**config.mk**
```make
export PLATFORM = sky130hd
export DESIGN_NAME = act_unit_pipe
export DESIGN_NICKNAME = d
export VERILOG_FILES = /design/src/rtl/act_unit_pipe.sv
export SDC_FILE = /design/constraint.sdc
export NUM_CORES = 1
export LEC_CHECK = 0
export ABC_AREA = 1
export BUFFER_PORTS_ARGS = -buffer_cell sky130_fd_sc_hd__buf_2
export CORE_ASPECT_RATIO = 1.25
export CORE_MARGIN = 2
export CORE_UTILIZATION = 61
export DETAILED_ROUTE_END_ITERATION = 10
export PLACE_DENSITY_LB_ADDON = 0.15
export SKIP_CTS_REPAIR_TIMING = 1
export SYNTH_ARGS = -nofsm -noshare
export SYNTH_HDL_FRONTEND = slang
export SYNTH_SLANG_ARGS = --single-unit
```
**constraint.sdc**
```tcl
create_clock -name clk -period 6.88 [get_ports clk]
set_clock_uncertainty 0.1 [all_clocks]
set_input_delay 0.688 -clock clk [delete_from_list [all_inputs] [get_ports clk]]
set_output_delay 0.688 -clock clk [all_outputs]
set_load 0.02 [all_outputs]
```
**src/rtl/act_unit_pipe.sv**
```systemverilog
// Two-stage pipelined multi-lane activation (bypass / ReLU / clamped ReLU / leaky ReLU)
// with valid/ready flow control and a saturating count of zero-valued output lanes.
module act_unit_pipe #(
  parameter int WIDTH      = 8,
  parameter int LANES      = 4,
  parameter int LEAK_SHIFT = 3,
  parameter int CNT_W      = 16
) (
  input  logic                   clk,
  input  logic                   rst_n,
  input  logic [1:0]             mode,
  input  logic [WIDTH-1:0]       clamp_val,
  input  logic                   in_valid,
  output logic                   in_ready,
  input  logic [LANES*WIDTH-1:0] in_data,
  input  logic                   in_last,
  output logic                   out_valid,
  input  logic                   out_ready,
  output logic [LANES*WIDTH-1:0] out_data,
  output logic                   out_last,
  output logic [CNT_W-1:0]       zero_cnt,
  input  logic                   stat_clr
);

  localparam logic [1:0] MODE_BYPASS = 2'b00;
  localparam logic [1:0] MODE_RELU   = 2'b01;
  localparam logic [1:0] MODE_CLAMP  = 2'b10;
  localparam logic [1:0] MODE_LEAKY  = 2'b11;

  logic                    s1_valid_reg;
  logic                    s2_valid_reg;
  logic                    s1_last_reg;
  logic                    s2_last_reg;
  logic [1:0]              s1_mode_reg;
  logic signed [WIDTH-1:0] s1_clamp_reg;
  logic [CNT_W-1:0]        zero_cnt_reg;
  logic                    s2_load;
  logic                    s1_load;
  logic                    in_fire;
  logic                    out_fire;
  logic signed [WIDTH-1:0] clamp_eff;
  logic [LANES-1:0]        lane_zero;
  logic [CNT_W:0]          zero_sum;

  // s1 may refill whenever s2 drains, so in_ready is combinational from out_ready
  assign s2_load   = !s2_valid_reg || out_ready;
  assign s1_load   = !s1_valid_reg || s2_load;
  assign in_ready  = s1_load;
  assign in_fire   = in_valid && in_ready;
  assign out_fire  = s2_valid_reg && out_ready;
  assign clamp_eff = clamp_val[WIDTH-1] ? '0 : $signed(clamp_val);

  assign out_valid = s2_valid_reg;
  assign out_last  = s2_last_reg;
  assign zero_cnt  = zero_cnt_reg;

  always_ff @(posedge clk or negedge rst_n) begin
    if (!rst_n) begin
      s1_valid_reg <= 1'b0;
      s2_valid_reg <= 1'b0;
      s1_last_reg  <= 1'b0;
      s2_last_reg  <= 1'b0;
      s1_mode_reg  <= MODE_BYPASS;
      s1_clamp_reg <= '0;
    end else begin
      if (s1_load) begin
        s1_valid_reg <= in_valid;
      end
      if (in_fire) begin
        s1_mode_reg  <= mode;
        s1_clamp_reg <= clamp_eff;
        s1_last_reg  <= in_last;
      end
      if (s2_load) begin
        s2_valid_reg <= s1_valid_reg;
        if (s1_valid_reg) begin
          s2_last_reg <= s1_last_reg;
        end
      end
    end
  end

  for (genvar gi = 0; gi < LANES; gi++) begin : g_lane
    logic signed [WIDTH-1:0] lane_in;
    logic signed [WIDTH-1:0] s1_data_reg;
    logic signed [WIDTH-1:0] s1_leaky_reg;
    logic                    s1_neg_reg;
    logic                    s1_gt_reg;
    logic signed [WIDTH-1:0] act_next;
    logic signed [WIDTH-1:0] s2_data_reg;

    assign lane_in = $signed(in_data[gi*WIDTH +: WIDTH]);

    always_ff @(posedge clk or negedge rst_n) begin
      if (!rst_n) begin
        s1_data_reg  <= '0;
        s1_leaky_reg <= '0;
        s1_neg_reg   <= 1'b0;
        s1_gt_reg    <= 1'b0;
      end else if (in_fire) begin
        s1_data_reg  <= lane_in;
        s1_leaky_reg <= lane_in >>> LEAK_SHIFT;
        s1_neg_reg   <= lane_in[WIDTH-1];
        s1_gt_reg    <= lane_in > clamp_eff;
      end
    end

    always_comb begin
      act_next = s1_data_reg;
      case (s1_mode_reg)
        MODE_BYPASS: act_next = s1_data_reg;
        MODE_RELU:   act_next = s1_neg_reg ? '0 : s1_data_reg;
        MODE_CLAMP:  act_next = s1_neg_reg ? '0 : (s1_gt_reg ? s1_clamp_reg : s1_data_reg);
        MODE_LEAKY:  act_next = s1_neg_reg ? s1_leaky_reg : s1_data_reg;
        default:     act_next = s1_data_reg;
      endcase
    end

    always_ff @(posedge clk or negedge rst_n) begin
      if (!rst_n) begin
        s2_data_reg <= '0;
      end else if (s2_load && s1_valid_reg) begin
        s2_data_reg <= act_next;
      end
    end

    assign out_data[gi*WIDTH +: WIDTH] = s2_data_reg;
    assign lane_zero[gi] = (s2_data_reg == '0);
  end

  // A clear coincident with a handshake restarts the count from this beat's zeros
  always_comb begin
    zero_sum = stat_clr ? '0 : {1'b0, zero_cnt_reg};
    for (int i = 0; i < LANES; i++) begin
      zero_sum = zero_sum + {{CNT_W{1'b0}}, lane_zero[i]};
    end
  end

  always_ff @(posedge clk or negedge rst_n) begin
    if (!rst_n) begin
      zero_cnt_reg <= '0;
    end else if (out_fire) begin
      zero_cnt_reg <= zero_sum[CNT_W] ? '1 : zero_sum[CNT_W-1:0];
    end else if (stat_clr) begin
      zero_cnt_reg <= '0;
    end
  end

endmodule
```
==> qor.yml, run 1 <==
peakVddDrop_v: 0.0001591
maxSlewHeadroom_pct: 41.08
slowest_stage: "fa_1"
grt_max_degree: 50
leakage_uw: 0.003549
rsz0062_at_grt: "no"
cp_slowest_stage_delay_ns: 0.53
rows: 39
maxCapViolCount: 0
startpoint: "g_lane[0].s2_data_reg[4]"
via_count: 5681
synth_area_per_cell_um2: 7.358
worstPathCellList: "inv_1 -> nand4_1 -> nor3_1 -> nor3b_1 -> fa_1 -> inv_1 -> fa_1 -> inv_1 -> fa_1 -> nand3_2 -> nor2_4 -> nand3_2 -> nor2_4 -> nand3_2 -> nand3b_1"
final.fill_count: 772
start_kind: "flip-flop"
top_layer: "met4"
tightest_slew_ns: 0.8806
setup_viol: 0
cts.htree.levels: 3
fin_nets: 952
coreArea_mm2: 0.009174
clkLatencyLatePin_ns: 0.34
drt_iter0_drc: 561
routedWlPerCell_um: 15.37
routed-wl-met3_um: 929
post-route-drc-count: 0
grt_pass1_vias: 5396
firstDrtPassIters: 5
yosysUniqueCellTypes: 36
synth_cells: 787
fin_tns_setup_ns: 0
portBuffers: 98
hold_viol: 0
ys_async_sr_fraction_pct: 100.0
final_cell_mix: "250 x nand2_1, 97 x dfrtp_1, 97 x buf_2"
power.density_mw_per_mm2: 294.6
mostFrequentLayoutCell: "nand2_1"
antenna_cells: 0
grt_pass1_wl_um: 25520
slew_violations: 0
drive_gt1_share_pct: 16.19
synth_edf_count: 0
wirelength_um: 15370
clkTransAtPathRegs_ns: 0.07
cts-root-buf: "clkbuf_16"
drt.antenna.violating_nets: 0
clockBufferDepth: 2
place_hpwl_um: 11630
fin_crit_sh_pct: 47.05
gp_congestion: 0.9041
hold_class: "in -> async"
period_minus_slack_ns: 3.237
yosysWarnings: 0
status: "complete, no violations"
synth_nets: 867
endpoint_kind: "flip-flop"
die_area_mm2: 0.01029
die_y_um: 112.9
cp_max_fo: 15
tritoncts: "yes"
ys_seq_area_share_pct: 41.92
worstSetupPathType: "reg -> reg"
globalRoute.totalOverflow: 0
clkSinkCount: 97
cts_buffers: 9
fp.dieW_um: 91.15
r2r_start: "g_lane[0].s2_data_reg[4]"
ys_ff_latch: 97
synth_ff_type: "dfrtp_1"
p_total_uw: 1970
critPathRequiredTime_ns: 7.05
ios: 99
syn_area_mm2: 0.005791
max_freq_mhz: 308.9
syn_to_final_growth_pct: 15.47
cp_data_arrival_time_ns: 3.41
vias_per_cell: 5.681
wl_met2_um: 7578
r2r_cells: 15
grt_use_total_pct: 31.01
antenna_found_initial: 0
wl_met1_um: 6240
initial_core_util_pct: 63.12
==> critical path, delay by kind of cell (launching register included) <==
kind / cells / cell delay, ns
AND/OR/NAND/NOR: 9 / 1.37
flip-flops: 1 / 0.36
buffers and inverters: 3 / 0.20
adder cells (fa/ha/maj): 3 / 1.11
==> cell families (layout without fill, tap and decap cells) <==
kind of cell / count (synthesis) / count (layout) / share of synthesized area, %
XOR/XNOR: 3 / 3 / 0.4538
buffers and inverters: 117 / 207 / 8.060
flip-flops: 97 / 97 / 41.92
AND/OR/NAND/NOR: 389 / 389 / 28.59
adder cells (fa/ha/maj): 32 / 32 / 7.303
AO/OA/AOI/OAI: 149 / 149 / 13.68
==> where the power goes <==
group	total (µW)	internal (µW)	switching [µW]
registers	773	684	88.6
logic	612	196	415
clock network	586	376	210
total	1970	1260	714
==> layer usage <==
layer	global-route usage [%]	vias to the layer above
met5	0	-
met3	4.194	59
li1	-	2733
met2	52.79	267
met1	39.02	2622
met4	15.35	0
==> Yosys cell counts (2+ instances only) <==
library cell,instances,area [µm²]
nand2_1,250,938.4
dfrtp_1,97,2427
inv_1,82,307.8
o21ai_0,75,375.4
nand3_1,51,255.2
nor2_1,48,180.2
a21oi_1,32,160.2
ha_1,29,362.9
o21ai_1,19,95.09
clkbuf_1,14,52.55
nand4_1,11,68.82
buf_2,10,50.05
a31oi_1,9,56.30
inv_2,7,26.28
or2_2,6,37.54
nand3_2,5,50.05
nor2_2,5,31.28
o21bai_1,4,30.03
o31ai_1,4,30.03
fa_1,3,60.06
nor3_1,3,15.01
nor3b_1,3,22.52
buf_6,2,22.52
nand3b_1,2,15.01
nor2_4,2,22.52
nor4_1,2,12.51
o211ai_1,2,15.01
xnor2_1,2,17.52
==> worst paths after layout <==
path / slack (ns) / endpoint
setup / recovery: 3.64 / zero_cnt[6]
min in group clk: 0.40 / s1_clamp_reg[0]
hold reg to reg: 0.40 / s1_clamp_reg[0]
setup reg to reg: 3.64 / zero_cnt[6]
hold / removal: 0.24 / zero_cnt[0]
max in group asynchronous: 5.40 / s1_mode_reg[1]
==> layout make-up <==
class                      count  area, µm²  share of cell area (%)
clock inverter                 4      98.84                   1.478
sequential                    97       2427                   36.30
clock buffer                  12      256.5                   3.836
multi-input combinational    573       2897                   43.32
timing repair buffer         101      515.5                   7.710
inverter                      90      337.8                   5.052
tap                          123      153.9                   2.302
==> stage by stage <==
| step | area [µm²] | setup slack, ns | hold WS (ns) | util [%] | instances |
|---|---|---|---|---|---|
| final | 6686 | 3.643 | 0.2438 | 72.89 | 1000 |
| after global routing | 6686 | 3.440 | 0.3072 | 72.89 | 1000 |
| after CTS | 6686 | 3.622 | 0.2767 | 72.89 | 1000 |
| after detailed placement | 6331 | 3.638 | 0.3691 | 69.01 | 984 |
| after global placement | 6331 | 3.754 | 0.3600 | 69.01 | 984 |
| after floorplan | 5791 | 3.849 | 0.2924 | - | 787 |
Note: power is estimated with default switching activity, not from simulation.
==> inputs of run 2 (changes only) <==
--- a/config.mk
+++ b/config.mk
@@ -9,7 +9,7 @@
 export BUFFER_PORTS_ARGS = -buffer_cell sky130_fd_sc_hd__buf_2
 export CORE_ASPECT_RATIO = 1.25
 export CORE_MARGIN = 2
-export CORE_UTILIZATION = 61
+export CORE_UTILIZATION = 51
 export DETAILED_ROUTE_END_ITERATION = 10
 export PLACE_DENSITY_LB_ADDON = 0.15
 export SKIP_CTS_REPAIR_TIMING = 1
==> constraint.sdc (replaced) <==
create_clock -name clk -period 2.6 [get_ports clk]
set_clock_uncertainty 0.1 [all_clocks]
set_input_delay 0.26 -clock clk [delete_from_list [all_inputs] [get_ports clk]]
set_output_delay 0.26 -clock clk [all_outputs]
set_load 0.02 [all_outputs]
==> run 2 against run 1 <==
Against the previous run:
- the flow now finishes with violations (negative setup slack)
- die area up 19%
- final area up 7.1%
- hold slack worse by 0.22 ns
- core utilization decreased by 8.3 points
- cell count is 6.0% higher
- clock power up 150%
- critical endpoint unchanged
==> qor.yml, run 2 (synthesis gave the netlist of run 1 again) <==
critPathRequiredTime_ns: 2.77
syn_to_final_growth_pct: 23.68
hold_viol: 0
top_layer: "met4"
period_minus_slack_ns: 2.985
antenna_cells: 0
gp_congestion: 0.9022
swShare_pct: 35.88
startpoint: "g_lane[1].s2_data_reg[7]"
place_hpwl_um: 12340
leakage_uw: 0.003807
setup_ws_ns: -0.3854
fp.dieW_um: 99.31
wl_met1_um: 6902
cts.htree.levels: 3
r2r_start: "g_lane[1].s2_data_reg[7]"
clkPwrFrac_pct: 26.4
min-delay-start: "in_last"
clkTransAtPathRegs_ns: 0.07
fin_crit_sh_pct: 114.8
firstDrtPassIters: 6
maxSlewHeadroom_pct: 41.20
cp_max_fo: 8
start_kind: "flip-flop"
drt_iter0_drc: 394
ios: 99
cts_buffers: 9
clkSinkCount: 97
rows: 43
tightest_slew_ns: 0.8787
fin_nets: 1000
critical_path_buf_inv_count: 3
power.density_mw_per_mm2: 764.3
final-instance-count-excl-fill: 1060
violations: "negative setup slack"
hold_slack_ns: 0.02424
peakVddDrop_v: 0.0003555
pwr-share-seq_pct: 37.4
final_cell_mix: "247 x nand2_1, 97 x buf_2, 89 x dfrtp_1"
worstSetupPathType: "reg -> reg"
fin_tns_setup_ns: -5.480
cts-root-buf: "clkbuf_16"
routed-wl-met3_um: 766
coreArea_mm2: 0.01108
via_count: 5668
initial_core_util_pct: 52.25
grt_pass1_wl_um: 26440
grt_use_total_pct: 27.36
clkLatencyLatePin_ns: 0.34
path_common_cell: "nand3_4"
portBuffers: 98
die_y_um: 123.1
globalRoute.totalOverflow: 0
clockBufferDepth: 2
mostFrequentLayoutCell: "nand2_1"
antenna_found_initial: 0
hold_class: "in -> reg"
max_freq_mhz: 335.0
setup_viol: 16
worstPathCellList: "inv_2 -> nand4_1 -> nor3_1 -> nor3b_2 -> fa_1 -> inv_1 -> fa_2 -> inv_2 -> fa_2 -> nand3_4 -> nor2_4 -> nand3_4 -> nor2_4 -> nand3_4 -> nand3b_1"
routedWlPerCell_um: 15.41
pwr-share-comb_pct: 36.3
cp_top_family: "simple AND/OR/NAND/NOR gates"
grt_pass1_vias: 5456
dp_cells: 1036
maxCapViolCount: 0
wirelength_um: 16340
status: "finished, violations left"
vias_per_cell: 5.347
slew_violations: 0
post-route-drc-count: 0
slowest_stage: "fa_1"
power_switching_uw: 1964
rsz0062_at_grt: "yes"
endpoint_kind: "flip-flop"
tritoncts: "yes"
cp_slowest_stage_delay_ns: 0.50
wl_met2_um: 8162
p_int_uw: 3510
drt.antenna.violating_nets: 0
cp_data_arrival_time_ns: 3.16
die_area_mm2: 0.01223
grt_max_degree: 50
drive_gt1_share_pct: 23.57
## run 2: cell types whose count changed in the layout (fill, tap and decap cells not counted), sizes merged
cell,previous run,this run
clkinv,2,1
bufinv,3,2
nand3,56,57
buf,101,147
clkbuf,12,14
dlygate4sd3,0,1
## run 2: layout make-up
type / count / area (µm²)
timing repair buffer: 148 / 895.9
sequential: 97 / 2437
clock buffer: 14 / 264.0
multi-input combinational: 574 / 2998
fill: 1023 / 3921
tap: 135 / 168.9
clock inverter: 2 / 60.06
inverter: 90 / 337.8
## run 2: worst paths after layout
| check | to | depth (start not counted) | slack, ns |
|---|---|---|---|
| setup / recovery | zero_cnt[6] | 15 | -0.39 |
| hold / removal | s1_last_reg | 3 | 0.02 |
| setup reg to reg | zero_cnt[6] | 15 | -0.39 |
| min in group asynchronous | g_lane[3].s2_data_reg[7] | 2 | 0.37 |
| max in group asynchronous | g_lane[1].s2_data_reg[6] | 3 | 1.34 |
| hold reg to reg | out_last | 2 | 0.40 |
## run 2: worst register-to-register path, stage by stage, from the launching register on
cell and delay [ns]:
dfrtp_2 0.37, inv_2 0.04, nand4_1 0.09, nor3_1 0.05, nor3b_2 0.16, fa_1 0.50
inv_1 0.05, fa_2 0.33, inv_2 0.07, fa_2 0.21, nand3_4 0.09, nor2_4 0.16
nand3_4 0.11, nor2_4 0.22, nand3_4 0.21, nand3b_1 0.15
## run 2: power by group through the flow
stage	clock network, µW	registers [µW]	logic, µW
5_1_grt	1520	2080	2210
4_1_cts	1450	2040	1960
6_report	1440	2050	1980
3_3_place_gp	0	2050	1910
3_5_place_dp	0	2070	1940
2_1_floorplan	0	2290	847
## run 2: metal layers
layer / vias up / global-route usage [%]
met1: 2605 / 35.08
met4: 0 / 10.87
met5: - / 0
met3: 38 / 3.561
met2: 195 / 47.09
li1: 2830 / -
## run 2: per-stage QoR
step | cell area (µm²) | total power, µW | utilization (%) | worst slack, ns
floorplan | 5831 | 3133 | - | -0.2557
global placement | 6711 | 3952 | 60.56 | -0.2659
detailed placement | 6711 | 4009 | 60.56 | -0.3663
CTS | 7036 | 5456 | 63.48 | -0.3919
global route | 7162 | 5815 | 64.62 | -0.5203
finish | 7162 | 5474 | 64.62 | -0.3854
==> inputs of run 3 (changes only) <==
--- a/config.mk
+++ b/config.mk
@@ -5,7 +5,7 @@
 export SDC_FILE = /design/constraint.sdc
 export NUM_CORES = 1
 export LEC_CHECK = 0
-export ABC_AREA = 1
+export ABC_AREA = 0
 export BUFFER_PORTS_ARGS = -buffer_cell sky130_fd_sc_hd__buf_2
 export CORE_ASPECT_RATIO = 1.25
 export CORE_MARGIN = 2
==> run 3 against run 2 <==
Against the previous run:
- the run still ends with negative setup slack left
- cell count decreased by 18%
- register-to-register slack got worse by 0.09 ns
- clock-buffer cell count is 4 lower
- core utilization down 0.85 points
- clock power fell by 9.7%
- area after synthesis down 0.43%
- non-clock buffer count shrank 1
- highest routed layer unchanged
==> qor.yml, run 3 <==
endpoint_kind: "flip-flop"
grt_max_degree: 64
yosysUniqueCellTypes: 56
critPathRequiredTime_ns: 2.71
period_minus_slack_ns: 3.077
status: "finished, violations left"
setup_viol: 16
hold_viol: 0
slew_violations: 0
fin_crit_sh_pct: 118.3
clkTransAtPathRegs_ns: 0.07
fin_tns_setup_ns: -6.595
tritoncts: "yes"
fp.dieW_um: 99.10
start_kind: "flip-flop"
leakage_uw: 0.003350
gp_congestion: 0.9406
grt_use_total_pct: 25.82
syn_area_mm2: 0.005766
final_util_pct: 63.77
antenna_found_initial: 0
max_freq_mhz: 325.0
clkPwrFrac_pct: 26.5
pwr-share-comb_pct: 32.1
synth_area_leaders: "dfrtp_1 42%, ha_1 6.3%, mux2_2 5.9%"
globalRoute.totalOverflow: 0
power.density_mw_per_mm2: 693.8
synth_most_common_cell: "dfrtp_1"
die_y_um: 122.9
final_area_mm2: 0.007068
cp_max_fo: 6
ios: 99
pwr-share-seq_pct: 41.4
slowest_stage: "or4_4"
wirelength_um: 15220
maxSlewHeadroom_pct: 54.84
cp_slowest_stage_delay_ns: 0.55
fin_nets: 808
grt_pass1_wl_um: 24980
firstDrtPassIters: 5
ys_ff_latch: 97
cts-root-buf: "clkbuf_16"
place_hpwl_um: 11640
worstPathCellList: "or4_4 -> nor2_4 -> fa_1 -> inv_2 -> fa_2 -> inv_2 -> fa_2 -> nand3_4 -> buf_4 -> nor2_4 -> nand4_1 -> buf_4 -> o211ai_1"
synth_top_area_share_pct: 42.10
die_area_mm2: 0.01218
vias_per_cell: 5.901
clkLatencyLatePin_ns: 0.34
via_count: 5122
syn_to_final_growth_pct: 22.59
post-route-drc-count: 0
violations: "negative setup slack"
grt_pass1_vias: 5114
rows: 43
initial_core_util_pct: 52.02
hold_class: "in -> reg"
cts_buffers: 9
drt_iter0_drc: 226
antenna_cells: 0
maxCapViolCount: 0
synth_area_per_cell_um2: 9.514
synth_common_cells: "97 x dfrtp_1, 69 x nand2_1, 52 x a21oi_1"
routedWlPerCell_um: 17.54
drive_gt1_share_pct: 30.83
setup_ws_ns: -0.4769
drt.antenna.violating_nets: 0
portBuffers: 98
clkSinkCount: 97
synth_nets: 686
tightest_slew_ns: 0.6713
cts.htree.levels: 3
yosys.area.top_type: "dfrtp_1"
p_int_uw: 3232
peakVddDrop_v: 0.0003013
clockBufferDepth: 2
synth_cells: 606
synth_edf_count: 0
cp_data_arrival_time_ns: 3.19
final_cell_mix: "97 x buf_2, 91 x dfrtp_1, 68 x nand2_1"
ys_seq_area_share_pct: 42.10
yosysWarnings: 0
swShare_pct: 34.10
mostFrequentLayoutCell: "buf_2"
power_switching_uw: 1672
worstSetupPathType: "reg -> reg"
ys_async_sr_fraction_pct: 100.0
coreArea_mm2: 0.01108
synth_ff_type: "dfrtp_1"
placed_cell_area_mm2: 0.006669
hold_slack_ns: 0.03258
rsz0062_at_grt: "yes"
## run 3: cell count changes after synthesis, sizes merged, moves of 8 or more
cell / previous run / this run
o21ai: 94 / 47
nand2b: 0 / 21
nand2: 251 / 69
clkbuf: 14 / 26
inv: 89 / 20
o21bai: 4 / 12
a21oi: 32 / 52
mux2: 0 / 30
nor2: 55 / 14
nor3: 3 / 11
a32o: 0 / 12
nor2b: 0 / 30
nand3: 56 / 17
## run 3: kinds of logic after synthesis
logic type | share of synthesized area, %
AO/OA/AOI/OAI | 19.71
XOR/XNOR | 1.063
adder cells (fa/ha/maj) | 7.335
buffers and inverters | 4.123
flip-flops | 42.10
multiplexers | 7.075
AND/OR/NAND/NOR | 18.60
## run 3: metal layers
layer	wire length (µm)	part of all wire (%)	global-route usage, %	up-vias
li1	-	-	-	2463
met2	7739	51	44.43	140
met5	0	0	0	-
met3	614	4.0	2.961	26
met1	6513	43	32.60	2493
met4	354	2.3	11.90	0
## run 3: metrics by stage
step / total power (µW) / setup slack, ns / instances
5_1_grt: 5177 / -0.5905 / 868
3_3_place_gp: 3524 / -0.3957 / 848
2_1_floorplan: 2912 / -0.3595 / 606
6_report: 4904 / -0.4769 / 868
3_5_place_dp: 3577 / -0.4947 / 848
4_1_cts: 4882 / -0.4888 / 864
## run 3: worst max-delay path: cells and delay by family (launching register included)
family	cells	cell delay [ns]
AO/OA/AOI/OAI	1	0.09
adder cells (fa/ha/maj)	3	0.98
buffers and inverters	4	0.41
flip-flops	1	0.40
AND/OR/NAND/NOR	5	0.97
## run 3: area by class of cell
class,instances,area (µm²)
Sequential cell,97,2435
Tap cell,135,168.9
Clock inverter,6,58.81
Fill cell,928,4015
Multi-Input combinational cell,451,3202
Inverter,22,82.58
Timing Repair Buffer,147,892.1
Clock buffer,10,229.0
## run 3: path summary, 6_finish.rpt
kind                                       endpoint  slack [ns]                startpoint  cells after the start
max                                    zero_cnt[10]       -0.48  g_lane[1].s2_data_reg[2]                     13
min                                    s1_valid_reg        0.03                  in_valid                      2
max reg2reg                            zero_cnt[10]       -0.48  g_lane[1].s2_data_reg[2]                     13
min reg2reg                g_lane[1].s1_data_reg[0]        0.40  g_lane[1].s1_data_reg[0]                      2
max in group asynchronous  g_lane[2].s1_data_reg[1]        1.26                     rst_n                      3
min in group asynchronous  g_lane[0].s2_data_reg[1]        0.34                     rst_n                      2
## run 3: power by group through the flow
| stage | logic, µW | registers, µW | clock network (µW) |
|---|---|---|---|
| 5_1_grt | 1730 | 2070 | 1370 |
| 4_1_cts | 1540 | 2020 | 1330 |
| 3_5_place_dp | 1530 | 2050 | 0 |
| 3_3_place_gp | 1500 | 2030 | 0 |
| 2_1_floorplan | 772 | 2140 | 0 |
| 6_report | 1570 | 2030 | 1300 |
